===== src/rtl/unpack.sv =====
// Splits one W*D-bit input beat into D W-bit output words, least-significant word first.
// Latency: first word valid one cycle after the input transfer; then one word per accepted cycle.
// Backpressure: s_rdy only when empty or the last word leaves this cycle; m_* hold while m_rdy=0.
//
// Ports:
//   clk, rst      - clock and asynchronous active-low reset
//   s_stb/s_dat   - upstream offer of a packed beat; s_rdy accepts it
//   m_stb/m_dat   - current output word; m_lst marks the final word of a beat
//   m_rdy         - downstream accepts m_dat
module unpack #(
    parameter int W = 8,
    parameter int D = 2
) (
    input  logic           clk,
    input  logic           rst,
    input  logic           s_stb,
    input  logic [W*D-1:0] s_dat,
    output logic           s_rdy,
    output logic           m_stb,
    output logic [W-1:0]   m_dat,
    output logic           m_lst,
    input  logic           m_rdy
);

    localparam int CW = $clog2(D + 1);

    logic [W*D-1:0] r_buf;
    logic [CW-1:0]  r_cnt;   // words of the current beat not yet emitted
    logic           r_stb;   // registered copy of (r_cnt != 0)
    logic           r_lst;   // registered copy of (r_cnt == 1)

    logic w_in_xfer;
    logic w_out_xfer;

    // A new beat may enter in the same cycle the last word of the previous
    // one leaves, which keeps a sustained stream free of bubbles.
    assign s_rdy      = (r_cnt == '0) || (r_lst && m_rdy);
    assign w_in_xfer  = s_stb && s_rdy;
    assign w_out_xfer = r_stb && m_rdy;

    assign m_stb = r_stb;
    assign m_dat = r_buf[W-1:0];
    assign m_lst = r_lst;

    always_ff @(posedge clk or negedge rst) begin
        if (!rst) begin
            r_buf <= '0;
            r_cnt <= '0;
            r_stb <= 1'b0;
            r_lst <= 1'b0;
        end else if (w_in_xfer) begin
            // D is at least 2, so a freshly loaded beat is never on its last word.
            r_buf <= s_dat;
            r_cnt <= CW'(D);
            r_stb <= 1'b1;
            r_lst <= 1'b0;
        end else if (w_out_xfer) begin
            r_buf <= r_buf >> W;
            r_cnt <= r_cnt - 1'b1;
            r_stb <= (r_cnt != CW'(1));
            r_lst <= (r_cnt == CW'(2));
        end
    end

endmodule


===== config.mk =====
export PLATFORM = sky130hd
export DESIGN_NAME = unpack
export DESIGN_NICKNAME = d
export VERILOG_FILES = /design/src/rtl/unpack.sv
export SDC_FILE = /design/constraint.sdc
export NUM_CORES = 1
export LEC_CHECK = 0
export CAP_MARGIN = 20
export CORE_UTILIZATION = 35
export CTS_CLUSTER_SIZE = 24
export DETAILED_ROUTE_END_ITERATION = 6
export GPL_TIMING_DRIVEN = 0
export HOLD_SLACK_MARGIN = 0.12
export REMOVE_ABC_BUFFERS = 1
export SYNTH_ARGS = -nofsm -noshare
export SYNTH_HDL_FRONTEND = slang
export SYNTH_SLANG_ARGS = --single-unit
export TNS_END_PERCENT = 100

===== constraint.sdc =====
create_clock -name clk -period 3.6 [get_ports clk]
set_clock_uncertainty 0.05 [all_clocks]
set_input_delay 0.36 -clock clk [delete_from_list [all_inputs] [get_ports clk]]
set_output_delay 0.36 -clock clk [all_outputs]
set_load 0.02 [all_outputs]

==> out/metrics.cfg, run 1 <==
[run_status]
status = finished with violations
violations = design-rule violations

[die]
core_region_area_mm2 = 0.00283
die_h_um = 57.5
num_io_pins = 31
row_count = 19
start_util_pct = 38.1
die_w_um = 57.5
die_area_mm2 = 0.00330

[sta]
fmax_mhz = 472
hold_violations = 0
slew_viol_final = 0
period_minus_slack_ns = 2.12
slew_headroom_pct = 39.1
worst_pin_slew_ns = 0.910
grt_setup_unrepaired = false
finalSetupTns_ns = 0
fin_crit_sh_pct = 58.9
setup-violations-final = 0

[worst_setup_path]
start_kind = register
slowest_stage = clkdlybuf4s50_1
worstSetupEndpointType = output pin
cp.arrival_ns = 1.71
cp_max_fo = 4
crit_path_cell_trace = inv_1 > ha_1 > a21o_2 > clkdlybuf4s50_1
critPathMaxStageDelay_ns = 0.53
r2r_slack_ns = 1.77
worstPathRequired_ns = 3.19
critPathKind = reg2out

[power_and_ir_drop]
p_sw_share_pct = 18.7
p_per_area_mw_per_mm2 = 317
p_clk_share_pct = 42.3
combPwrFrac_pct = 6.4
ir_drop_mv = 0.132
p_leak_nw = 0.766
power_mw = 0.439
p_switching_mw = 0.0822
p_seq_share_pct = 51.2
p_int_mw = 0.356

[yosys]
postSynthCellCount = 88
synth-seq-cells = 20
ys_types = 15
synth_area_leaders = dfrtp_1, mux2_4, mux2i_1, buf_4, nand2_1
yosys_warnings = 0
ys_seq_area_share_pct = 46.5
netlist_area_mm2 = 0.00108
synth_top_area_share_pct = 46.5
synth_top_area_cell = dfrtp_1
syn_area_per_cell_um2 = 12.2

[hold_path]
hold_path_class = reg2reg

[finish]
stdcell_area_mm2 = 0.00138
nNetsFinal = 135
drive_gt1_share_pct = 20.7
num-fill-cells = 257
n_antenna_cell = 0
areaGrowthSynthToFinish_pct = 28.3

[route]
drc_errors = 3
dr.pass1.iters = 6
drtIter0Drc = 19
ant_nets = 0
wirelength_um = 1740
via_per_inst = 4.58
num_vias = 650
wl_per_cell_um = 12.2

[placement]
routabilityCongestion = 0.707
place_area_mm2 = 0.00133
port_buffers = 30
dp_hpwl_um = 1160

[clock_tree]
cts_tree = yes
ctsRootBufferMaster = clkbuf_4
hold_buffers = 0
cts_buffers = 3
cts-resized-gates = 0
cts.path.max_buffers = 2
cts_setup_buffers = 0
cts.clk_slew.worst_paths_ns = 0.12
htree_num_levels = 1
clk_latency_ns = 0.31
cts.sinks = 20

[grt]
grt_antenna_before_repair = 0
grtUsageTotal_pct = 12.7
grt.overflow.total = 0
grt_max_degree = 21
grt_pass1_wl_um = 3110
grt_pass1_vias = 704

[job]
cap_violations = 0

==> per-stage QoR <==
step                      worst slack [ns]  util [%]  hold WS (ns)  instances
after floorplan                       1.87         -        0.0144         77
after global placement                1.53      47.0         0.450        138
after detailed placement              1.53      47.0         0.468        138
after CTS                             1.48      48.9         0.488        142
after global routing                  1.40      48.9         0.511        142
final                                 1.48      48.9         0.483        142
==> power by group through the flow <==
stage | sequential, mW | clock [mW] | combinational, mW
after detailed placement | 0.229 | 0 | 0.0286
after global placement | 0.229 | 0 | 0.0287
after global routing | 0.225 | 0.202 | 0.0314
after floorplan | 0.229 | 0 | 0.00237
final | 0.225 | 0.186 | 0.0282
after CTS | 0.225 | 0.190 | 0.0288
==> sequential cells by signal, summed over array words and instances, names as in the netlist <==
register and flops:
r_buf 16, m_lst 1, m_stb 1, r_cnt 2
==> worst max-delay path: cells and delay by family, from the launching register on <==
family,cells,cell delay (ns)
fa+ha+maj,1,0.20
flops,1,0.38
compound gates,1,0.21
buf+inv,2,0.61
==> final cells by class <==
type	count	area, µm²	area share (%)
Tap cell	31	38.8	2.81
Timing Repair Buffer	30	300	21.7
Clock inverter	1	30.0	2.17
Inverter	10	37.5	2.71
Clock buffer	3	22.5	1.63
Multi-Input combinational cell	47	453	32.8
Sequential cell	20	500	36.2
==> placed cells by master, fill, tap and decap left out <==
master / n
clkdlybuf4s50_1: 30
o211ai_1: 1
dfrtp_1: 20
nand2_1: 12
xnor2_1: 1
a21o_2: 1
mux2_2: 2
mux2_4: 14
bufinv_16: 1
a21oi_1: 2
clkbuf_4: 3
mux2i_1: 9
nand2_2: 2
ha_1: 3
inv_1: 10
==> final timing paths <==
| check | startpoint | end | depth (start not counted) |
|---|---|---|---|
| max in group asynchronous | rst | m_lst$_DFFE_PN0P_ | 1 |
| setup reg to reg | r_cnt[0]$_DFFE_PN0P_ | r_buf[0]$_DFFE_PN0P_ | 5 |
| setup / recovery | r_cnt[0]$_DFFE_PN0P_ | s_rdy | 4 |
| hold / removal | r_buf[8]$_DFFE_PN0P_ | r_buf[8]$_DFFE_PN0P_ | 2 |
| hold reg to reg | r_buf[8]$_DFFE_PN0P_ | r_buf[8]$_DFFE_PN0P_ | 2 |
| min in group asynchronous | rst | r_buf[7]$_DFFE_PN0P_ | 1 |
==> cells in the mapped netlist <==
cell	count
a21o_2	1
a21oi_1	2
buf_4	8
buf_6	2
clkbuf_1	1
dfrtp_1	20
ha_1	3
inv_1	10
mux2_2	2
mux2_4	14
mux2i_1	9
nand2_1	12
nand2_2	2
o211ai_1	1
xnor2_1	1
==> layer usage <==
| layer | track usage (%) | part of all wire (%) |
|---|---|---|
| met1 | 15.3 | 46 |
| met2 | 20.4 | 47 |
| met3 | 3.40 | 5.9 |
| met4 | 7.32 | 1.2 |
| met5 | 0 | 0 |
==> cell families after synthesis <==
kind of cell	synth area share, %
xor gates and xnor gates	0.813
AOI/OAI and AO/OA	2.44
adders and majority gates	3.48
buffers and inverters	11.5
and+or+nand+nor	5.34
DFF	46.5
muxes	30.0
(Power assumes the default switching activity.)
==> run 2: changes to the inputs <==
==> constraint.sdc (replaced) <==
create_clock -name clk -period 2.18 [get_ports clk]
set_clock_uncertainty 0.05 [all_clocks]
set_input_delay 0.218 -clock clk [delete_from_list [all_inputs] [get_ports clk]]
set_output_delay 0.218 -clock clk [all_outputs]
set_load 0.02 [all_outputs]
==> results of run 2 <==
Same layout as run 1 (identical final DEF). Status: finished with violations: design-rule violations.
Main changes from that run: setup slack after placement 1.53 ns -> 0.255 ns; setup slack after layout 1.48 ns -> 0.202 ns; hold slack 0.483 ns -> 0.354 ns; register-to-register setup slack 1.77 ns -> 0.35 ns; total power 0.439 mW -> 0.724 mW; worst IR drop on VDD 0.132 mV -> 0.219 mV
==> run 3: changes to the inputs <==
--- a/config.mk
+++ b/config.mk
@@ -6,6 +6,7 @@
 export NUM_CORES = 1
 export LEC_CHECK = 0
 export CAP_MARGIN = 20
+export CORE_ASPECT_RATIO = 0.5
 export CORE_UTILIZATION = 35
 export CTS_CLUSTER_SIZE = 24
 export DETAILED_ROUTE_END_ITERATION = 6
==> out/metrics.cfg, run 3 (synthesis results as in run 1) <==
[finish]
areaGrowthSynthToFinish_pct = 29.3
largest_reg_flops = 16  ; unchanged
regMostFlops = r_buf
layout_common_cells = clkdlybuf4s50_1, dfrtp_1, mux2_4
n_antenna_cell = 0  ; unchanged
nNetsFinal = 135  ; unchanged
reg_top3 = r_buf: 16 flops, r_cnt: 2 flops
final_cells = 148  ; +4.2%
fin_util_pct = 50.7  ; +1.8 points
mostFrequentLayoutCell = clkdlybuf4s50_1
drive_gt1_share_pct = 20.7  ; unchanged

[worst_setup_path]
slowest_stage = clkdlybuf4s50_1
start_kind = register
r2r_cells = 5  ; unchanged
crit_path_cell_trace = inv_1 > ha_1 > a21o_2 > clkdlybuf4s50_1
worstPathRequired_ns = 1.91
crit_family = buffers and inverters
cp_max_fo = 4  ; unchanged
crit_buf_inv = 2  ; unchanged
worstSetupEndpointType = output pin
critPathKind = reg2out
critPathMaxStageDelay_ns = 0.54  ; about the same
path_depth = 4  ; unchanged
cp.arrival_ns = 1.64  ; -0.07 ns

[grt]
grt_antenna_before_repair = 0  ; unchanged
grt_max_degree = 21  ; unchanged
grtUsageTotal_pct = 12.8  ; +0.070 points
grt.overflow.total = 0  ; unchanged
grt_pass1_wl_um = 2890  ; -6.9%
grt_pass1_vias = 636  ; -9.7%

[sta]
fmax_mhz = 523
fin_crit_sh_pct = 87.7
hold_violations = 0  ; unchanged
slew_headroom_pct = 40.2  ; +1.1 points
slew_viol_final = 0  ; unchanged
grt_setup_unrepaired = false
finalSetupTns_ns = 0  ; unchanged
period_minus_slack_ns = 1.91
whs_ns = 0.412
setup-violations-final = 0  ; unchanged
worst_pin_slew_ns = 0.893  ; -0.0170 ns

[placement]
routabilityCongestion = 0.677  ; -4.1%
port_buffers = 30  ; unchanged
dp.cells = 144  ; +4.3%
dp_hpwl_um = 1250  ; +7.9%

[power_and_ir_drop]
p_per_area_mw_per_mm2 = 502
p_leak_nw = 0.767  ; +0.11%
ir_drop_mv = 0.215

[clock_tree]
cts-resized-gates = 0  ; unchanged
cts.sinks = 20  ; unchanged
ctsRootBufferMaster = clkbuf_8
cts_tree = yes
cts_setup_buffers = 0  ; unchanged
cts_buffers = 3  ; unchanged
cts.path.max_buffers = 2  ; unchanged
cts.clk_slew.worst_paths_ns = 0.07  ; -0.05 ns
clk_latency_ns = 0.26  ; -0.05 ns
htree_num_levels = 1  ; unchanged
hold_buffers = 0  ; unchanged

[route]
wl_per_cell_um = 12.1  ; -1.2%
drtIter0Drc = 40  ; +21
drc_errors = 0  ; -3
wirelength_um = 1790  ; +2.9%
num_vias = 643  ; -1.1%
via_per_inst = 4.34  ; -5.1%
dr.pass1.iters = 3  ; -3
ant_nets = 0  ; unchanged

[die]
core_region_area_mm2 = 0.00275  ; -2.8%
die_area_mm2 = 0.00332  ; +0.41%
die_w_um = 80.5  ; +40%
start_util_pct = 39.2  ; +1.1 points
row_count = 13  ; -6
die_h_um = 41.2  ; -28%
num_io_pins = 31  ; unchanged

[job]
cap_violations = 0  ; unchanged

[hold_path]
hold_path_class = in2async

[run_status]
status = finished, final reports clean

[run 3: cell count changes in the layout (fill, tap and decap cells not counted), sizes merged]
cell    change
clkbuf      +1
bufinv      -1
[run 3: final timing paths]
kind,from,endpoint,slack (ns)
worst max-delay path,r_cnt[0]$_DFFE_PN0P_,s_rdy,0.27
worst min-delay path,rst,r_buf[14]$_DFFE_PN0P_,0.41
worst max register to register,r_cnt[0]$_DFFE_PN0P_,r_buf[0]$_DFFE_PN0P_,0.35
worst min register to register,m_stb$_DFFE_PN0P_,m_stb$_DFFE_PN0P_,0.48
max in group asynchronous,rst,r_buf[4]$_DFFE_PN0P_,1.12
min in group clk,s_dat[8],r_buf[8]$_DFFE_PN0P_,0.44
[run 3: cell type report]
type | count | area, µm²
multi-input combinational | 47 | 453
sequential | 20 | 500
timing repair buffer | 30 | 300
tap | 37 | 46.3
inverter | 10 | 37.5
fill | 254 | 1360
clock buffer | 4 | 55.1
[run 3: report_power, final]
| group | switching [mW] | internal (mW) | total (mW) | leakage (nW) |
|---|---|---|---|---|
| clock network | 0.122 | 0.161 | 0.283 | 0.0288 |
| logic | 0.0143 | 0.0315 | 0.0458 | 0.464 |
| registers | 0 | 0.371 | 0.371 | 0.274 |
[run 3: metrics by stage]
stage / instance area, µm² / setup slack (ns) / power, mW
2_1_floorplan: 991 / 0.446 / 0.382
3_3_place_gp: 1340 / 0.251 / 0.425
3_5_place_dp: 1340 / 0.248 / 0.425
4_1_cts: 1390 / 0.255 / 0.707
5_1_grt: 1390 / 0.204 / 0.726
6_report: 1390 / 0.269 / 0.699
[run 3: layer usage]
layer	track usage [%]	vias to the layer above	wire [µm]
met4	5.36	0	0
met3	4.67	0	67
met5	0	-	0
met1	14.3	308	815
li1	-	321	-
met2	23.1	14	904
==> edit 1, RTL diff (flow settings as in run 1) <==
Change the parameter `W` from 8 to 7.
--- a/src/rtl/unpack.sv
+++ b/src/rtl/unpack.sv
@@ -10,3 +10,3 @@
 module unpack #(
-    parameter int W = 8,
+    parameter int W = 7,
     parameter int D = 2
Interface: changed (resized m_dat and s_dat); port bits go from 31 to 28. No check against the original RTL was run, so the function may have changed too.
==> edit 1 against run 1 <==
- area after synthesis is 14% lower
- synthesized cell count is 10% lower
- sequential cell count decreased by 2
- via count decreased by 8.0%
- total power shrank 20%
- design area is 13% lower
- worst setup slack worse by 0.0038 ns
- routed wire length decreased by 13%
- critical path type unchanged
- highest routed layer unchanged
==> edit 1: results (changes against run 1) <==
- Inverters: 9 (-1)
- Pint: 0.2807 mW (-21%)
- Fillcell total: 243 (-5.4%)
- Pre-antenna DRT Iters: 4 (-2)
- Vias in the first global route: 579 (-18%)
- First-pass GRT wire length: 2504 um (-19%)
- Layout cells sized above 1: 0.2079 (+0.0007136)
- GRT met3 Usage: 0.05172 (+0.01771)
- RR Endpoint: r_buf[5]$_DFFE_PN0P_
- Fraction of area in registers: 0.3750 (+0.01301)
- # clock sinks: 18 (-10%)
- DR WL/cell: 11.55 um (-5.5%)
- Nets: 123 (-8.9%)
- Worst Max-Slew Pin Slew: 0.8166 ns (-0.09392 ns)
- Via count: 598 (-8.0%)
- Non-clock buffers, area share: 0.2250 (+0.007806)
- Met3 WL: 90 um (-12%)
- Footprint of the multi-input gates: 372.9 um^2 (-18%)
- Routability Congestion: 0.6427 (-9.0%)
- Clock buffers: 4 (+1)
- Largest net degree at the start of global routing: 19 (-9.5%)
- Multi-Input Combinational: 43 (-8.5%)
- Port Buffer Count: 27 (-10%)
- Status: complete, no violations
- Design Power: 0.3524 mW (-20%)
- GRT Total Usage: 0.1298 (+0.002892)
- Peak VDD IR: 0.3054 mV (+130%)
- Seq/Total Area, Yosys: 0.4865 (+0.02191)
- Largest regs: r_buf x14, r_cnt x2
- GR Util met2: 0.2021 (-0.002236)
- Clock-net power: 0.125 mW (-33%)
- Non-Clock Buffer Count: 27 (-10%)
- P_leak: 0.6543 nW (-15%)
- Synth top area cells: dfrtp_1 49%, mux2_2 16%, mux2i_1 8.6%, buf_4 5.7%, nand2_1 4.5%
- Met2 routed WL: 684 um (-15%)
- Seq pwr share: 0.573 (+0.061)
- Clk tree area frac: 0.03021 (-0.007801)
-- edit 1: cell count changes after synthesis, sizes merged --
cell,run 1,this run
dfrtp,20,18
mux2,16,14
buf,10,9
clkbuf,1,0
inv,10,9
mux2i,9,8
nand2,14,13
-- edit 1: worst min path at each step --
stage	slack, ns	to	cells after the start	startpoint
after floorplan	0.01	m_lst$_DFFE_PN0P_	0	rst
after global placement	0.45	m_stb$_DFFE_PN0P_	2	m_stb$_DFFE_PN0P_
after detailed placement	0.47	r_buf[13]$_DFFE_PN0P_	2	r_buf[13]$_DFFE_PN0P_
after CTS	0.49	m_stb$_DFFE_PN0P_	1	rst
after global routing	0.50	r_buf[12]$_DFFE_PN0P_	2	r_buf[12]$_DFFE_PN0P_
final	0.47	m_stb$_DFFE_PN0P_	1	rst
-- edit 1: cells by family after synthesis --
| group | share of synthesized area |
|---|---|
| buffers and inverters | 0.1108 |
| adder cells (fa/ha/maj) | 0.04054 |
| XOR/XNOR | 0.009461 |
| flip-flops | 0.4865 |
| AND/OR/NAND/NOR | 0.06352 |
| multiplexers | 0.2608 |
| AO/OA/AOI/OAI | 0.02838 |
-- edit 1: worst max-delay path, cell delays in order, from the launching register on --
cell             delay [ns]
dfrtp_1                0.39
inv_1                  0.11
ha_1                   0.16
a21o_2                 0.14
clkdlybuf4s50_1        0.61
-- edit 1: per-stage QoR --
step	util	worst slack [ns]	hold slack [ns]	area, um^2	cells
floorplan	-	2.042	0.01441	857.1	70
global placement	0.4702	1.507	0.4509	1165	127
detailed placement	0.4702	1.521	0.4693	1165	127
CTS	0.4848	1.454	0.4850	1201	131
global route	0.4848	1.384	0.5050	1201	131
finish	0.4848	1.476	0.4698	1201	131
==> edit 2, RTL diff (settings of run 1) <==
Made on the original files. Make the reset (`rst`) synchronous in one clocked block. Comments in the files are not updated.
--- a/src/rtl/unpack.sv
+++ b/src/rtl/unpack.sv
@@ -44,3 +44,3 @@
 
-    always_ff @(posedge clk or negedge rst) begin
+    always_ff @(posedge clk) begin
         if (!rst) begin
Function: differs if rst is asserted again (counterexample within 4 cycles, from zero or initial values and one cycle with rst low); with rst held inactive, the same outputs for 10 cycles.
==> edit 2 against run 1 <==
- worst setup slack got worse by 0.12 ns
- routed wire length is 8.1% higher
- area after synthesis fell by 5.7%
- register-to-register slack better by 0.10 ns
- critical path depth is 1 higher
- design area down 7.5%
- fmax fell by 5.5%
- sequential cell count stayed put
- critical endpoint unchanged
Power is not compared: it rests on default switching activity, and its combinational part moved more than twofold at a synthesized area within 25%.
==> edit 2: results (changes against run 1) <==
- Hold path endpoint: r_buf[15]$_SDFFE_PN0P_
- Post-CTS Setup Repair Bufs: 0 (unchanged)
- Root Buffer: clkbuf_4
- Reg clk slew, reported paths: 0.11 ns
- Cts repair resizes: 0 (unchanged)
- Nets: 152 (+13%)
- Worst Max-Slew Pin Slew: 0.8495 ns (-0.06095 ns)
- Vias in the first global route: 793 (+13%)
- Hold crit path type: register to register
- Initial antenna violation count: 0 (unchanged)
- Synth top area cells: dfxtp_1 39%, mux2i_1 16%, buf_4 7.4%, nand2b_1 4.9%, a21oi_1 3.9%
- Synth unique cells: 23 (+8)
- CTS Buffer Depth: 2 (unchanged)
- R2R setup slack: 1.87 ns (+0.10 ns)
- Slowest CP cell: clkdlybuf4s50_1
- Peak VDD IR: 0.1785 mV
- Layout cells sized above 1: 0.07874 (-0.1285)
- First-pass GRT wire length: 3332 um (+7.3%)
- Num CTS Buffers: 3 (unchanged)
- Routability Congestion: 0.6485 (-8.2%)
- First DRT Iteration DRCs: 18 (-1)
- Port Buffer Count: 30 (unchanged)
- Hpwl dp: 1300 um (+12%)
- Seq/Total Area, Yosys: 0.3941 (-0.07049)
- RR Endpoint: r_buf[11]$_SDFFE_PN0P_
- Pre-CTS setup slack: 1.369 ns (-0.1639 ns)
- Pre-antenna DRT Iters: 4 (-2)
- Top cells by count, synth: 20 x dfxtp_1, 16 x mux2i_1, 10 x buf_4, 10 x nand2_1
- Worst r2r path cells: 6 (+1)
- Yosys warns: 0 (unchanged)
- GRT Total Usage: 0.1365 (+0.009581)
- Largest net degree at the start of global routing: 29 (+38%)
- Vias per cell: 4.975 (+8.7%)
- # diodes: 0 (unchanged)
- Hold path depth: 2 (unchanged)
- H-tree depth: 1 (unchanged)
- Clock latency on the worst-skew pair: 0.30 ns
- RR Startpoint: r_cnt[0]$_SDFFE_PP0P_
- Status: complete, no violations
- Worst Path Max Fanout: 9 (+5)
- Final hold slack: 0.4308 ns (-0.05222 ns)
- Max stage delay on crit path: 0.54 ns
- DR WL/cell: 11.88 um (-2.8%)
- P_leak: 0.5617 nW
- Largest regs: r_buf x16, r_cnt x2
- Post-synth ARST share: 0 (-1.000)
- Hold path startpoint: r_buf[15]$_SDFFE_PN0P_
-- edit 2: logic make-up after synthesis --
| family | count (synthesis) | synth area share |
|---|---|---|
| xor gates and xnor gates | 1 | 0.008622 |
| AOI/OAI and AO/OA | 19 | 0.1133 |
| muxes | 18 | 0.1835 |
| buffers and inverters | 17 | 0.1084 |
| DFF | 20 | 0.3941 |
| adders and majority gates | 3 | 0.03695 |
| and+or+nand+nor | 30 | 0.1552 |
-- edit 2: worst max path at each step --
stage	from	endpoint	slack (ns)	depth (start not counted)
3_5_place_dp	m_rdy	s_rdy	1.37	4
6_report	r_cnt[0]$_SDFFE_PP0P_	s_rdy	1.36	5
2_1_floorplan	r_cnt[0]$_SDFFE_PP0P_	r_buf[10]$_SDFFE_PN0P_	2.08	6
4_1_cts	r_cnt[0]$_SDFFE_PP0P_	s_rdy	1.32	5
3_3_place_gp	m_rdy	s_rdy	1.36	4
5_1_grt	r_cnt[0]$_SDFFE_PP0P_	s_rdy	1.20	5
-- edit 2: area by class of cell --
cell class / count / area (um^2)
clock buffer: 3 / 22.52
fill: 286 / 1479
inverter: 3 / 11.26
multi-input combinational: 71 / 505.5
sequential: 20 / 400.4
tap: 31 / 38.79
timing repair buffer: 30 / 300.3
-- edit 2: worst max-delay path, delay by kind of cell (launching register included) --
| family | cells | cell delay [ns] |
|---|---|---|
| adders and majority gates | 1 | 0.22 |
| DFF | 1 | 0.38 |
| AOI/OAI and AO/OA | 1 | 0.25 |
| buffers and inverters | 3 | 0.68 |
-- edit 2: report_power, final --
part           leakage [nW]  switching (mW)  internal, mW  total, mW
Sequential            0.165          0.0118         0.242      0.253
Combinational         0.383          0.0648        0.0693      0.134
Clock                0.0138          0.0657        0.0390      0.105
-- edit 2: metal layers --
layer / global-route usage / routed length, um
met2: 0.2220 / 836
met5: 0 / 0
met1: 0.1652 / 898
met3: 0.03488 / 100
met4: 0.07317 / 42
-- edit 2: metrics by stage --
step / power, mW / std cells / area [um^2]
4_1_cts: 0.5018 / 158 / 1279
3_5_place_dp: 0.3940 / 155 / 1256
2_1_floorplan: 0.3297 / 94 / 917.1
3_3_place_gp: 0.3914 / 155 / 1256
5_1_grt: 0.5232 / 158 / 1279
6_report: 0.4923 / 158 / 1279
